<file path="src/rtl/reg_bus_sequencer_pkg.sv">
// Shared types for the register-bus sequencer: command opcodes, FSM states,
// and the data/count widths used by the interface and the sequencer.
package reg_bus_pkg;

    localparam int DATA_W  = 32;
    localparam int COUNT_W = 16;

    typedef enum logic [1:0] {
        OP_WRITE = 2'd0,
        OP_READ  = 2'd1,
        OP_POLL  = 2'd2
    } op_e;

    typedef enum logic [2:0] {
        S_IDLE = 3'd0,
        S_WR   = 3'd1,
        S_RD   = 3'd2,
        S_WAIT = 3'd3,
        S_CMP  = 3'd4,
        S_RSP  = 3'd5
    } state_e;

    // The reserved encoding 3 is folded onto READ so the FSM only sees legal ops.
    function automatic op_e decode_op(input logic [1:0] raw);
        case (raw)
            2'd0:    return OP_WRITE;
            2'd2:    return OP_POLL;
            default: return OP_READ;
        endcase
    endfunction

endpackage

</file>
<file path="src/rtl/reg_bus_sequencer_if.sv">
// Command stream, response stream and register-bus signals of the sequencer.
// master = the sequencer itself, slave = the host/peripheral environment.
interface reg_bus_sequencer_if #(
    parameter int pADDRESS_BITS = 4
);
    import reg_bus_pkg::*;

    // command stream
    logic                     iCMD_VALID;
    logic                     oCMD_READY;
    logic [1:0]               iCMD_OP;
    logic [pADDRESS_BITS-1:0] iCMD_ADDRESS;
    logic [DATA_W-1:0]        iCMD_DATA;
    logic [DATA_W-1:0]        iCMD_MASK;

    // response stream
    logic                     oRSP_VALID;
    logic                     iRSP_READY;
    logic [DATA_W-1:0]        oRSP_DATA;
    logic                     oRSP_TIMEOUT;
    logic [COUNT_W-1:0]       oRSP_COUNT;

    // register bus
    logic [pADDRESS_BITS-1:0] oADDRESS;
    logic                     oWRITE;
    logic                     oREAD;
    logic [DATA_W-1:0]        oWRITE_DATA;
    logic [DATA_W-1:0]        iREAD_DATA;

    logic                     oBUSY;

    modport master (
        input  iCMD_VALID, iCMD_OP, iCMD_ADDRESS, iCMD_DATA, iCMD_MASK,
        input  iRSP_READY, iREAD_DATA,
        output oCMD_READY, oRSP_VALID, oRSP_DATA, oRSP_TIMEOUT, oRSP_COUNT,
        output oADDRESS, oWRITE, oREAD, oWRITE_DATA, oBUSY
    );

    modport slave (
        output iCMD_VALID, iCMD_OP, iCMD_ADDRESS, iCMD_DATA, iCMD_MASK,
        output iRSP_READY, iREAD_DATA,
        input  oCMD_READY, oRSP_VALID, oRSP_DATA, oRSP_TIMEOUT, oRSP_COUNT,
        input  oADDRESS, oWRITE, oREAD, oWRITE_DATA, oBUSY
    );

endinterface

</file>
<file path="src/rtl/reg_bus_sequencer.sv">
// Register-bus initiator: executes WRITE, READ and POLL-until-match commands
// on a single-cycle address/write/read bus with registered read data.
// All outputs are registered; read/poll results leave on the response stream.
module reg_bus_sequencer
    import reg_bus_pkg::*;
#(
    parameter int pADDRESS_BITS = 4,
    parameter int pREAD_LATENCY = 1,    // 1..15
    parameter int pPOLL_LIMIT   = 255   // 1..65535
) (
    input  logic                iCLOCK,
    input  logic                iRESET,
    reg_bus_sequencer_if.master bus
);

    localparam logic [3:0]         LP_LAT_LAST = 4'(pREAD_LATENCY - 1);
    localparam logic [COUNT_W-1:0] LP_LIMIT    = COUNT_W'(pPOLL_LIMIT);

    state_e                   r_state;
    op_e                      r_op;
    logic [DATA_W-1:0]        r_cmd_data;
    logic [DATA_W-1:0]        r_cmd_mask;
    logic [3:0]               r_lat_cnt;

    logic                     r_cmd_ready;
    logic                     r_rsp_valid;
    logic [DATA_W-1:0]        r_rsp_data;
    logic                     r_rsp_timeout;
    logic [COUNT_W-1:0]       r_rsp_count;
    logic [pADDRESS_BITS-1:0] r_address;
    logic                     r_write;
    logic                     r_read;
    logic [DATA_W-1:0]        r_write_data;
    logic                     r_busy;

    logic                     w_accept;
    op_e                      w_cmd_op;
    logic                     w_match;
    logic [COUNT_W-1:0]       w_count_inc;

    assign w_cmd_op    = decode_op(bus.iCMD_OP);
    assign w_accept    = (r_state == S_IDLE) && r_cmd_ready && bus.iCMD_VALID;
    // r_rsp_data holds the value captured at the end of WAIT.
    assign w_match     = ((r_rsp_data & r_cmd_mask) == (r_cmd_data & r_cmd_mask));
    // Saturating read counter; unreachable with the legal poll-limit range.
    assign w_count_inc = (r_rsp_count == '1) ? r_rsp_count : r_rsp_count + 1'b1;

    // Command FSM; every output is a register updated on the state transition.
    always_ff @(posedge iCLOCK) begin
        if (iRESET) begin
            r_state       <= S_IDLE;
            r_op          <= OP_WRITE;
            r_cmd_data    <= '0;
            r_cmd_mask    <= '0;
            r_lat_cnt     <= '0;
            r_cmd_ready   <= 1'b0;
            r_rsp_valid   <= 1'b0;
            r_rsp_data    <= '0;
            r_rsp_timeout <= 1'b0;
            r_rsp_count   <= '0;
            r_address     <= '0;
            r_write       <= 1'b0;
            r_read        <= 1'b0;
            r_write_data  <= '0;
            r_busy        <= 1'b0;
        end else begin
            // Strobes are single-cycle unless a branch below re-arms them.
            r_write <= 1'b0;
            r_read  <= 1'b0;
            case (r_state)
                S_IDLE: begin
                    r_cmd_ready <= 1'b1;
                    if (w_accept) begin
                        r_op        <= w_cmd_op;
                        r_address   <= bus.iCMD_ADDRESS;
                        r_cmd_data  <= bus.iCMD_DATA;
                        r_cmd_mask  <= bus.iCMD_MASK;
                        r_rsp_count <= '0;
                        r_cmd_ready <= 1'b0;
                        r_busy      <= 1'b1;
                        if (w_cmd_op == OP_WRITE) begin
                            r_write      <= 1'b1;
                            r_write_data <= bus.iCMD_DATA;
                            r_state      <= S_WR;
                        end else begin
                            r_read  <= 1'b1;
                            r_state <= S_RD;
                        end
                    end
                end
                S_WR: begin
                    r_state     <= S_IDLE;
                    r_busy      <= 1'b0;
                    r_cmd_ready <= 1'b1;
                end
                S_RD: begin
                    r_rsp_count <= w_count_inc;
                    r_lat_cnt   <= LP_LAT_LAST;
                    r_state     <= S_WAIT;
                end
                S_WAIT: begin
                    if (r_lat_cnt == 4'd0) begin
                        r_rsp_data <= bus.iREAD_DATA;
                        r_state    <= S_CMP;
                    end else begin
                        r_lat_cnt <= r_lat_cnt - 1'b1;
                    end
                end
                S_CMP: begin
                    if (r_op != OP_POLL || w_match) begin
                        r_rsp_timeout <= 1'b0;
                        r_rsp_valid   <= 1'b1;
                        r_state       <= S_RSP;
                    end else if (r_rsp_count == LP_LIMIT) begin
                        r_rsp_timeout <= 1'b1;
                        r_rsp_valid   <= 1'b1;
                        r_state       <= S_RSP;
                    end else begin
                        r_read  <= 1'b1;
                        r_state <= S_RD;
                    end
                end
                S_RSP: begin
                    if (bus.iRSP_READY) begin
                        r_rsp_valid <= 1'b0;
                        r_busy      <= 1'b0;
                        r_cmd_ready <= 1'b1;
                        r_state     <= S_IDLE;
                    end
                end
                default: begin
                    r_state     <= S_IDLE;
                    r_busy      <= 1'b0;
                    r_rsp_valid <= 1'b0;
                end
            endcase
        end
    end

    assign bus.oCMD_READY   = r_cmd_ready;
    assign bus.oRSP_VALID   = r_rsp_valid;
    assign bus.oRSP_DATA    = r_rsp_data;
    assign bus.oRSP_TIMEOUT = r_rsp_timeout;
    assign bus.oRSP_COUNT   = r_rsp_count;
    assign bus.oADDRESS     = r_address;
    assign bus.oWRITE       = r_write;
    assign bus.oREAD        = r_read;
    assign bus.oWRITE_DATA  = r_write_data;
    assign bus.oBUSY        = r_busy;

endmodule

</file>
<file path="src/flat_wrapper.sv">
// flat-port wrapper written by rule: the top's interface ports become plain ports
module reg_bus_sequencer_flat import reg_bus_pkg::*;
#(
    parameter int pADDRESS_BITS = 4,
    parameter int pREAD_LATENCY = 1,            
    parameter int pPOLL_LIMIT   = 255              
)
  (iCLOCK, iRESET, bus_iCMD_VALID, bus_iCMD_OP, bus_iCMD_ADDRESS, bus_iCMD_DATA, bus_iCMD_MASK, bus_iRSP_READY, bus_iREAD_DATA, bus_oCMD_READY, bus_oRSP_VALID, bus_oRSP_DATA, bus_oRSP_TIMEOUT, bus_oRSP_COUNT, bus_oADDRESS, bus_oWRITE, bus_oREAD, bus_oWRITE_DATA, bus_oBUSY);
  reg_bus_sequencer_if #(.pADDRESS_BITS(pADDRESS_BITS)) bus_i ();
  input  logic iCLOCK;
  input  logic iRESET;
  input wire logic [$bits(bus_i.iCMD_VALID)-1:0] bus_iCMD_VALID;
  input wire logic [$bits(bus_i.iCMD_OP)-1:0] bus_iCMD_OP;
  input wire logic [$bits(bus_i.iCMD_ADDRESS)-1:0] bus_iCMD_ADDRESS;
  input wire logic [$bits(bus_i.iCMD_DATA)-1:0] bus_iCMD_DATA;
  input wire logic [$bits(bus_i.iCMD_MASK)-1:0] bus_iCMD_MASK;
  input wire logic [$bits(bus_i.iRSP_READY)-1:0] bus_iRSP_READY;
  input wire logic [$bits(bus_i.iREAD_DATA)-1:0] bus_iREAD_DATA;
  output wire logic [$bits(bus_i.oCMD_READY)-1:0] bus_oCMD_READY;
  output wire logic [$bits(bus_i.oRSP_VALID)-1:0] bus_oRSP_VALID;
  output wire logic [$bits(bus_i.oRSP_DATA)-1:0] bus_oRSP_DATA;
  output wire logic [$bits(bus_i.oRSP_TIMEOUT)-1:0] bus_oRSP_TIMEOUT;
  output wire logic [$bits(bus_i.oRSP_COUNT)-1:0] bus_oRSP_COUNT;
  output wire logic [$bits(bus_i.oADDRESS)-1:0] bus_oADDRESS;
  output wire logic [$bits(bus_i.oWRITE)-1:0] bus_oWRITE;
  output wire logic [$bits(bus_i.oREAD)-1:0] bus_oREAD;
  output wire logic [$bits(bus_i.oWRITE_DATA)-1:0] bus_oWRITE_DATA;
  output wire logic [$bits(bus_i.oBUSY)-1:0] bus_oBUSY;
  assign bus_i.iCMD_VALID = bus_iCMD_VALID;
  assign bus_i.iCMD_OP = bus_iCMD_OP;
  assign bus_i.iCMD_ADDRESS = bus_iCMD_ADDRESS;
  assign bus_i.iCMD_DATA = bus_iCMD_DATA;
  assign bus_i.iCMD_MASK = bus_iCMD_MASK;
  assign bus_i.iRSP_READY = bus_iRSP_READY;
  assign bus_i.iREAD_DATA = bus_iREAD_DATA;
  assign bus_oCMD_READY = bus_i.oCMD_READY;
  assign bus_oRSP_VALID = bus_i.oRSP_VALID;
  assign bus_oRSP_DATA = bus_i.oRSP_DATA;
  assign bus_oRSP_TIMEOUT = bus_i.oRSP_TIMEOUT;
  assign bus_oRSP_COUNT = bus_i.oRSP_COUNT;
  assign bus_oADDRESS = bus_i.oADDRESS;
  assign bus_oWRITE = bus_i.oWRITE;
  assign bus_oREAD = bus_i.oREAD;
  assign bus_oWRITE_DATA = bus_i.oWRITE_DATA;
  assign bus_oBUSY = bus_i.oBUSY;
  reg_bus_sequencer #(.pADDRESS_BITS(pADDRESS_BITS), .pREAD_LATENCY(pREAD_LATENCY), .pPOLL_LIMIT(pPOLL_LIMIT)) u_core (.iCLOCK(iCLOCK), .iRESET(iRESET), .bus(bus_i));
endmodule
</file>
<file path="config.mk">
export PLATFORM = sky130hd
export DESIGN_NAME = reg_bus_sequencer_flat
export DESIGN_NICKNAME = d
export VERILOG_FILES = /design/src/rtl/reg_bus_sequencer_pkg.sv /design/src/rtl/reg_bus_sequencer_if.sv /design/src/rtl/reg_bus_sequencer.sv /design/src/flat_wrapper.sv
export SDC_FILE = /design/constraint.sdc
export NUM_CORES = 1
export LEC_CHECK = 0
export ABC_AREA = 1
export BUFFER_PORTS_ARGS = -buffer_cell sky130_fd_sc_hd__buf_2
export CAP_MARGIN = 25
export CORE_AREA = 2 2 136 98
export CTS_CLUSTER_DIAMETER = 120
export DETAILED_ROUTE_END_ITERATION = 8
export DIE_AREA = 0 0 138 100
export GPL_TIMING_DRIVEN = 0
export PLACE_DENSITY = 0.82
export SYNTH_ARGS = -nofsm -noshare
export SYNTH_HDL_FRONTEND = slang
export SYNTH_SLANG_ARGS = --single-unit
</file>
<file path="constraint.sdc">
create_clock -name iCLOCK -period 4.4 [get_ports iCLOCK]
set_input_delay 0.88 -clock iCLOCK [delete_from_list [all_inputs] [get_ports iCLOCK]]
set_output_delay 0.88 -clock iCLOCK [all_outputs]
set_load 0.005 [all_outputs]
</file>
# [Word level (Yosys, flattened, before mapping)]
# Cells that the tools add are included.
[word_totals] ff_bits=163 inputBits=106 out_inout_bits=90 wordCells=92
[classes] addsub=2 n_eq_ne=16 mux=29 bitwise_logic=6 reduce_logical=24
[op_table] op="32-bit bitwise AND" count=2
[op_table] op="32-bit equality test" count=1
[op_table] op="16-bit 2-to-1 mux" count=2
[op_table] op="16-bit case mux with 2 select lines" count=1
[op_table] op="16-bit by 1-bit adder with 16-bit output (second input constant)" count=1
[op_table] op="16-bit equality test (second input constant)" count=1
[op_table] op="16-bit by 8-bit equality test with 1-bit output (second input constant)" count=1
[op_table] op="3-bit 2-to-1 mux" count=5
[op_table] op="3-bit case mux with 5 select lines" count=1
[op_table] op="3-bit AND reduction" count=5
[op_table] op="1-bit 2-to-1 mux" count=12
[op_table] op="2-bit AND reduction" count=5
[op_table] op="1-bit case mux with 3 select lines" count=3
[op_table] op="2-bit inequality test (second input constant)" count=4
[op_table] op="4-bit case mux with 2 select lines" count=1
[op_table] op="3-bit by 2-bit equality test with 1-bit output (second input constant)" count=2
[op_table] op="3-bit equality test (second input constant)" count=2
[op_table] op="2-bit nonzero test" count=3
[op_table] op="3-bit OR reduction" count=2
[op_table] op="2-bit zero test" count=2
[op_table] op="4-bit zero test" count=1
[op_table] op="4-bit 2-to-1 mux" count=1
[op_table] op="2-bit by 1-bit inequality test with 1-bit output (second input constant)" count=2
[op_table] op="1-bit inverter" count=4
[op_table] op="12 further kinds" count=13

# [Logic depth before layout (Yosys ltp)]
# Gate-level depths: netlist (run 1).
[depth] depth_word=6 depth_mapped=13 depth_no_buf=13

# [Worst setup path after synthesis (run 1)]
# Ideal clock, no wire load.
[synth_path] path_kind="input to register" from="input port iRESET" to="register u_core.r_write_data[10] (netlist: u_core.bus.oWRITE_DATA[10])" t_arrival_ns=1.672 required_ns=4.340 path_slack_ns=2.669 stages=5 path_cell_list="clkinv_1 -> clkbuf_1 -> clkbuf_1 -> nand3_1 -> nand2_1"
[synth_rtl] element="from (decl)" line_no="flat_wrapper.sv:11" source="input logic iRESET;"
[synth_rtl] element="to (signal assigned)" line_no="reg_bus_sequencer.sv:83" source="r_write_data <= bus.iCMD_DATA;"
[synth_rtl] element="to (decl)" line_no="reg_bus_sequencer.sv:33" source="logic [DATA_W-1:0] r_write_data;"

# [Worst setup path after layout (run 1)]
[layout_path] from="register u_core.r_lat_cnt[0]" to="register u_core.r_rsp_data[4] (netlist: u_core.bus.oRSP_DATA[4])"
[layout_between] elab_chain_len=2
[layout_rtl] element="from (decl)" line_no="reg_bus_sequencer.sv:23" source="logic [3:0] r_lat_cnt;"
[layout_rtl] element="from (signal assigned)" line_no="reg_bus_sequencer.sv:106" source="r_lat_cnt <= r_lat_cnt - 1'b1;"
[layout_rtl] element="4-bit zero test" line_no="reg_bus_sequencer.sv:102" source="if (r_lat_cnt == 4'd0) begin"
[layout_rtl] element="2-bit AND reduction (no source line)"
[layout_rtl] element="to (signal assigned)" line_no="reg_bus_sequencer.sv:103" source="r_rsp_data <= bus.iREAD_DATA;"
[layout_rtl] element="to (decl)" line_no="reg_bus_sequencer.sv:27" source="logic [DATA_W-1:0] r_rsp_data;"
# No other way between the ends.
# A chain may end at the register's enable or synchronous reset.

==> results of run 1 <==
==> placed cells by master, fill, tap and decap left out, types with 2 or more instances in the layout <==
cell         n
nand2_1    258
buf_2      204
dfxtp_1    163
a21oi_1    125
inv_1       92
o21ai_0     71
nand3_1     68
nor2_1      39
clkbuf_1    30
clkbuf_16   17
nor3_1       8
inv_2        5
nor2_2       5
nand2_2      5
nor4_1       5
bufinv_16    5
buf_4        4
clkbuf_8     4
o21ai_1      3
inv_6        3
clkinv_4     3
nor2_4       2
nand4_1      2
o21ai_2      2
nor3b_1      2
ha_1         2
==> final timing paths <==
path	cells past startpoint	slack, ns	from	end
hold / removal	2	0.47	u_core.bus.oADDRESS[3]$_SDFFE_PP0P_	u_core.bus.oADDRESS[3]$_SDFFE_PP0P_
setup reg to reg	10	2.41	u_core.r_lat_cnt[0]$_SDFFE_PP0P_	u_core.bus.oRSP_DATA[4]$_SDFFE_PP0P_
setup / recovery	10	2.41	u_core.r_lat_cnt[0]$_SDFFE_PP0P_	u_core.bus.oRSP_DATA[4]$_SDFFE_PP0P_
hold reg to reg	2	0.47	u_core.bus.oADDRESS[3]$_SDFFE_PP0P_	u_core.bus.oADDRESS[3]$_SDFFE_PP0P_
==> metal layers <==
layer / GRT usage / part of all wire / up-vias
met1: 0.412 / 0.45 / 3205
met2: 0.471 / 0.44 / 368
li1: - / - / 3393
met3: 0.0744 / 0.10 / 30
met5: 0 / 0 / -
met4: 0.0903 / 0.017 / 0
==> worst max-delay path: cells and delay by family (launching register included) <==
family / cells / cell delay, ns
buffers and inverters: 5 / 0.61
adders and majority gates: 1 / 0.16
and+or+nand+nor: 2 / 0.34
DFF: 1 / 0.34
AOI/OAI and AO/OA: 2 / 0.39
==> sequential cells by signal, indices dropped and copies added (netlist names) <==
register / count
u_core.r_cmd_mask: 32
u_core.bus.oBUSY: 1
u_core.bus.oADDRESS: 4
u_core.bus.oRSP_COUNT: 16
u_core.r_state: 3
u_core.r_lat_cnt: 4
u_core.bus.oRSP_VALID: 1
u_core.bus.oWRITE_DATA: 32
u_core.bus.oWRITE: 1
u_core.r_op: 2
u_core.bus.oCMD_READY: 1
u_core.bus.oRSP_DATA: 32
u_core.r_cmd_data: 32
u_core.bus.oREAD: 1
u_core.bus.oRSP_TIMEOUT: 1
==> cells in the mapped netlist (8+ instances only) <==
cell type | number | area (um^2)
nand2_1 | 258 | 968
nor3_1 | 8 | 40.0
a21oi_1 | 125 | 626
inv_1 | 92 | 345
nor2_1 | 39 | 146
buf_2 | 9 | 45.0
dfxtp_1 | 163 | 3260
o21ai_0 | 71 | 355
nand3_1 | 68 | 340
clkbuf_1 | 29 | 109
==> final cells by class <==
class	count	area share
multi-input combinational	611	0.332
sequential	163	0.382
tap	166	0.0243
inverter	99	0.0441
timing repair buffer	195	0.114
antenna	1	0.000293
clock inverter	10	0.0227
clock buffer	22	0.0568
buffer	43	0.0229
==> cells by family (layout without fill, tap and decap cells) <==
logic type / after synthesis / count (layout) / share of synthesized area
other cells: 0 / 1 / 0
simple gates: 404 / 404 / 0.263
fa+ha+maj: 2 / 2 / 0.00375
flops: 163 / 163 / 0.489
compound gates: 205 / 205 / 0.158
buf+inv: 142 / 369 / 0.0858
==> power breakdown <==
| group | total [mW] | switching, mW | internal (mW) |
|---|---|---|---|
| logic | 0.987 | 0.656 | 0.331 |
| clock network | 1.69 | 0.614 | 1.08 |
| registers | 1.81 | 0.122 | 1.68 |
| total | 4.48 | 1.39 | 3.09 |
==> flow_metrics.env, run 1 <==
export IMPL_stdcell_count=1310
export IMPL_postPlaceCellArea_um2=7850
export IMPL_whs_ns=0.466
export IMPL_clock_sinks=163
export IMPL_clkTransAtPathRegs_ns=0.07
export IMPL_ir_drop_v=0.000349
export IMPL_final_seq_area_um2=3260
export IMPL_wire_per_inst_um=15.8
export IMPL_crit_path_max_incr_delay_ns=0.34
export IMPL_hold_class="reg -> reg"
export IMPL_crit_top_cell="inv_1"
export IMPL_route_detailed_drc=0
export IMPL_slew_headroom=0.566
export IMPL_first_pass_iters=5
export IMPL_final_hold_violation_count=0
export IMPL_finalPower_mw=4.48
export IMPL_vias=6996
export IMPL_cp_arrival_ns=2.27
export IMPL_first_global_vias=6467
export IMPL_drv_cap=0
export IMPL_final_util=0.672
export IMPL_htree_levels=4
export IMPL_cp_slowest_cell="dfxtp_1"
export IMPL_nets=1238
export IMPL_placement_io_buffers=195
export IMPL_place_gp_congestion=0.946
export IMPL_die_area_um2=13800
export IMPL_rows=35
export IMPL_power_density_nw_per_um2=525
export IMPL_die_h_um=100
export IMPL_finalWorstSetupSlack_ns=2.41
export IMPL_slew_viol_final=0
export IMPL_die_x_um=138
export IMPL_clk_latency_ns=0.42
export IMPL_setup_viol=0
export IMPL_yosys_warnings=0
export IMPL_start_util=0.525
export IMPL_netlist_instances=916
export IMPL_ant_nets=0
export IMPL_ys_flop_type="dfxtp_1"
export IMPL_clockBufferDepth=2
export IMPL_cts_setup_buffers=0
export IMPL_synth_nets=1024
export IMPL_final_area_um2=8530
export IMPL_grt_pass1_wl_mm=32.7
export IMPL_leakage_nw=4.05
export IMPL_cts_tree="yes"
export IMPL_syn_avg_cell_area_um2=7.28
export IMPL_cp_max_fo=10
export IMPL_period_share=0.452
export IMPL_dp_cells=1277
export IMPL_synth_edf_count=0
export IMPL_pin_count=196
export IMPL_cts_resized_gates=0
export IMPL_async_flop_share=0
export IMPL_yosysSeqAreaShare=0.489
export IMPL_holdBufCountCts=0
export IMPL_synth_seq_cells=163
export IMPL_endpoint_kind="flip-flop"
export IMPL_netlist_area_um2=6670
export IMPL_vias_per_cell=5.34
export IMPL_rsz0062_at_grt="false"
export IMPL_drive_above_1_share=0.235
export IMPL_grt_usage=0.300
export IMPL_core_area_um2=12700
export IMPL_max_freq_mhz=503
export IMPL_antenna_found_initial=1
export IMPL_worstMarginPinSlew_ns=0.651
export IMPL_cts_root_buf="clkbuf_16"
export IMPL_numCtsBuffers=17
export IMPL_start_kind="flip-flop"
export IMPL_nFillCells=1119
export IMPL_crit_type="reg -> reg"
export IMPL_crit_required_ns=4.68
export IMPL_area_growth_pct=28.0
export IMPL_place_ws_ns=2.08
export IMPL_synth_cell_types=38
export IMPL_fin_tns_setup_ns=0
export IMPL_drtIter0Drc=545
export IMPL_status="finished, final reports clean"
export IMPL_grt_start_max_net_pins=17
export IMPL_crit_chain="inv_1, ha_1, inv_1, nor3_1, inv_1, nor2_2, inv_2, clkbuf_1, o21ai_0, a21oi_1"
export IMPL_grt_overflow=0
export IMPL_multi_input_area_um2=2830
export IMPL_routed_wl_mm=20.7
export IMPL_min_period_ns=1.99
export IMPL_hpwlAfterDp_mm=15.2
export IMPL_worst_clock_skew_ns=0.00924
No activity file was read; power rests on OpenSTA's default activity.
==> inputs of run 2 (changes only) <==
ABC_AREA = 0   (was 1)
CORE_AREA = 2 2 137 99   (was 2 2 136 98)
DIE_AREA = 0 0 139 101   (was 0 0 138 100)
PLACE_DENSITY = 0.79   (was 0.82)
clock period = 2 ns   (was 4.4 ns; I/O delays follow)
==> run 2 against run 1 <==
Worst setup slack got worse by 2.4 ns. Utilization down 2.3 points. Via count decreased by 10%. Register-to-register slack got worse by 2.4 ns. Critical path type unchanged. Largest cell class unchanged. Highest routed layer unchanged.
==> flow_metrics.env, run 2 <==
export IMPL_worst_clock_skew_ns=0.00719
export IMPL_area_growth_pct=29.9
export IMPL_slew_viol_final=0
export IMPL_routed_wl_mm=19.3
export IMPL_drive_above_1_share=0.284
export IMPL_nets=1077
export IMPL_synth_top_family_by_area="simple AND/OR/NAND/NOR gates"
export IMPL_synth_compound_area_frac=0.183
export IMPL_vias_per_cell=5.47
export IMPL_status="finished, final reports clean"
export IMPL_layout_common_cells="nand2_1 (214), buf_2 (201), dfxtp_1 (157), a21oi_1 (112), xor2_1 (42)"
export IMPL_synth_cell_types=46
export IMPL_grt_usage=0.268
export IMPL_place_gp_congestion=0.896
export IMPL_max_freq_mhz=505
export IMPL_first_global_vias=5579
export IMPL_power_density_nw_per_um2=903
export IMPL_synth_fa_ha_area_frac=0.00391
export IMPL_cts_root_buf="clkbuf_16"
export IMPL_async_flop_share=0
export IMPL_vias=6285
export IMPL_period_share=0.991
export IMPL_synthTopCellsByCount="nand2_1 (215), dfxtp_1 (163), a21oi_1 (112), clkbuf_1 (42), xor2_1 (42)"
export IMPL_grt_start_max_net_pins=17
export IMPL_synth_edf_count=0
export IMPL_synth_xor_area_frac=0.0630
export IMPL_numCtsBuffers=17
export IMPL_hpwlAfterDp_mm=14.3
export IMPL_placement_io_buffers=194
export IMPL_route_detailed_drc=0
export IMPL_postPlaceCellArea_um2=7570
export IMPL_yosys_top_cells_area="dfxtp_1 (51%), nand2_1 (13%), a21oi_1 (8.8%)"
export IMPL_cts_tree="yes"
export IMPL_final_area_um2=8300
export IMPL_synth_simple_area_share=0.205
export IMPL_die_h_um=101
export IMPL_synth_seq_cells=163
export IMPL_htree_levels=4
export IMPL_clock_sinks=163
export IMPL_synth_nets=864
export IMPL_start_util=0.500
export IMPL_ant_nets=0
export IMPL_yosys_cell_count_top_type="nand2_1"
export IMPL_endpoint_kind="flip-flop"
export IMPL_crit_type="reg -> reg"
export IMPL_cp_arrival_ns=2.31
export IMPL_start_kind="flip-flop"
export IMPL_final_common_cell="nand2_1"
export IMPL_worstMarginPinSlew_ns=0.690
export IMPL_slew_headroom=0.540
export IMPL_fin_tns_setup_ns=0
export IMPL_ys_flop_type="dfxtp_1"
export IMPL_syn_avg_cell_area_um2=8.46
export IMPL_setup_viol=0
export IMPL_ir_drop_v=0.000666
export IMPL_yosysSeqAreaShare=0.510
export IMPL_cp_max_fo=6
export IMPL_first_pass_iters=5
export IMPL_min_period_ns=1.98
export IMPL_yosysTopAreaCell="dfxtp_1"
export IMPL_crit_required_ns=2.33
export IMPL_yosys_warnings=0
export IMPL_die_x_um=139
export IMPL_hold_class="in -> reg"
export IMPL_holdBufCountCts=0
export IMPL_clk_latency_ns=0.42
export IMPL_core_area_um2=12800
export IMPL_clkTransAtPathRegs_ns=0.07
export IMPL_grt_overflow=0
export IMPL_nFillCells=1069
export IMPL_clockBufferDepth=2
export IMPL_drv_cap=0
export IMPL_netlist_instances=756
export IMPL_netlist_area_um2=6390
export IMPL_synth_top_area_frac=0.510
export IMPL_final_hold_violation_count=0
export IMPL_wire_per_inst_um=16.8
export IMPL_leakage_nw=3.64
export IMPL_die_area_um2=14000
export IMPL_rows=35
export IMPL_antenna_found_initial=2
export IMPL_synthMuxAreaShare=0.00157
export IMPL_drtIter0Drc=601
export IMPL_grt_pass1_wl_mm=29.2
export IMPL_pin_count=196
==> run 2: cell count changes after synthesis, sizes merged, moves of 5 or more <==
cell and delta:
inv -94, clkbuf +13, xor2 +42, a21oi -13, buf -6, a22oi +15
o211ai +5, o21ai -67, nand2 -49, nand3 -60, a22o +34, nor2 -18
==> run 2: path summary, 6_finish.rpt <==
check / slack (ns) / from / cells past startpoint / endpoint
max: 0.02 / u_core.bus.oRSP_DATA[14]$_SDFFE_PP0P_ / 6 / u_core.r_state[2]$_SDFFE_PP0P_
min: 0.20 / bus_iCMD_DATA[27] / 2 / u_core.bus.oWRITE_DATA[27]$_SDFFE_PP0P_
max reg2reg: 0.02 / u_core.bus.oRSP_DATA[14]$_SDFFE_PP0P_ / 6 / u_core.r_state[2]$_SDFFE_PP0P_
min reg2reg: 0.45 / u_core.r_op[1]$_SDFFE_PP0P_ / 2 / u_core.r_op[1]$_SDFFE_PP0P_
==> run 2: critical path, cell delays in order (launching register included) <==
cell and delay (ns):
dfxtp_1 0.34, xor2_1 0.16, a22oi_2 0.25, nand4_1 0.17, or4_4 0.54, buf_4 0.18
a221oi_2 0.25
==> run 2: power by group <==
part           switching, mW  internal, mW
clock                   1.40          2.02
combinational          0.390         0.253
sequential            0.0755          3.36
==> run 2: final cells by class <==
| class | count | area, um^2 | share of cell area |
|---|---|---|---|
| timing repair buffer | 196 | 986 | 0.119 |
| buffer | 48 | 221 | 0.0267 |
| antenna | 2 | 5.00 | 0.000603 |
| multi-input combinational | 539 | 2980 | 0.359 |
| clock inverter | 13 | 175 | 0.0211 |
| inverter | 4 | 15.0 | 0.00181 |
| sequential | 163 | 3270 | 0.394 |
| tap | 166 | 208 | 0.0250 |
| clock buffer | 19 | 443 | 0.0533 |
==> run 2: cells by family (layout without fill, tap and decap cells) <==
logic type               count (synthesis)  after routing
AO/OA/AOI/OAI                          188            188
XOR/XNOR                                46             46
adder cells (fa/ha/maj)                  2              2
buffers and inverters                   54            280
flip-flops                             163            163
multiplexers                             1              1
other                                    0              2
AND/OR/NAND/NOR                        302            302
==> run 2: metal layers <==
layer,vias up,part of all wire,track usage
li1,3013,-,-
met1,2945,0.45,0.381
met5,-,0,0
met2,300,0.43,0.402
met4,0,0.016,0.0777
met3,27,0.10,0.0751
==> run 2: metrics by stage <==
step | hold WS (ns) | power, mW | utilization | std cells | worst slack [ns]
6_report | 0.201 | 7.50 | 0.649 | 1150 | 0.0186
5_1_grt | 0.195 | 7.74 | 0.649 | 1150 | -0.0133
4_1_cts | 0.190 | 7.48 | 0.644 | 1149 | 0.00376
3_5_place_dp | 0.439 | 4.10 | 0.592 | 1116 | -0.307
3_3_place_gp | 0.434 | 4.09 | 0.592 | 1116 | -0.286
2_1_floorplan | 0.427 | 3.82 | - | 756 | 0.160
==> run 2: what timing repair did <==
item | CTS | global route
hold endpoints to repair | 0 | 0
setup endpoints to repair | 75 | 140
setup buffers | 2 | 0
gates resized for setup | 12 | 45
pin swaps | 1 | 6
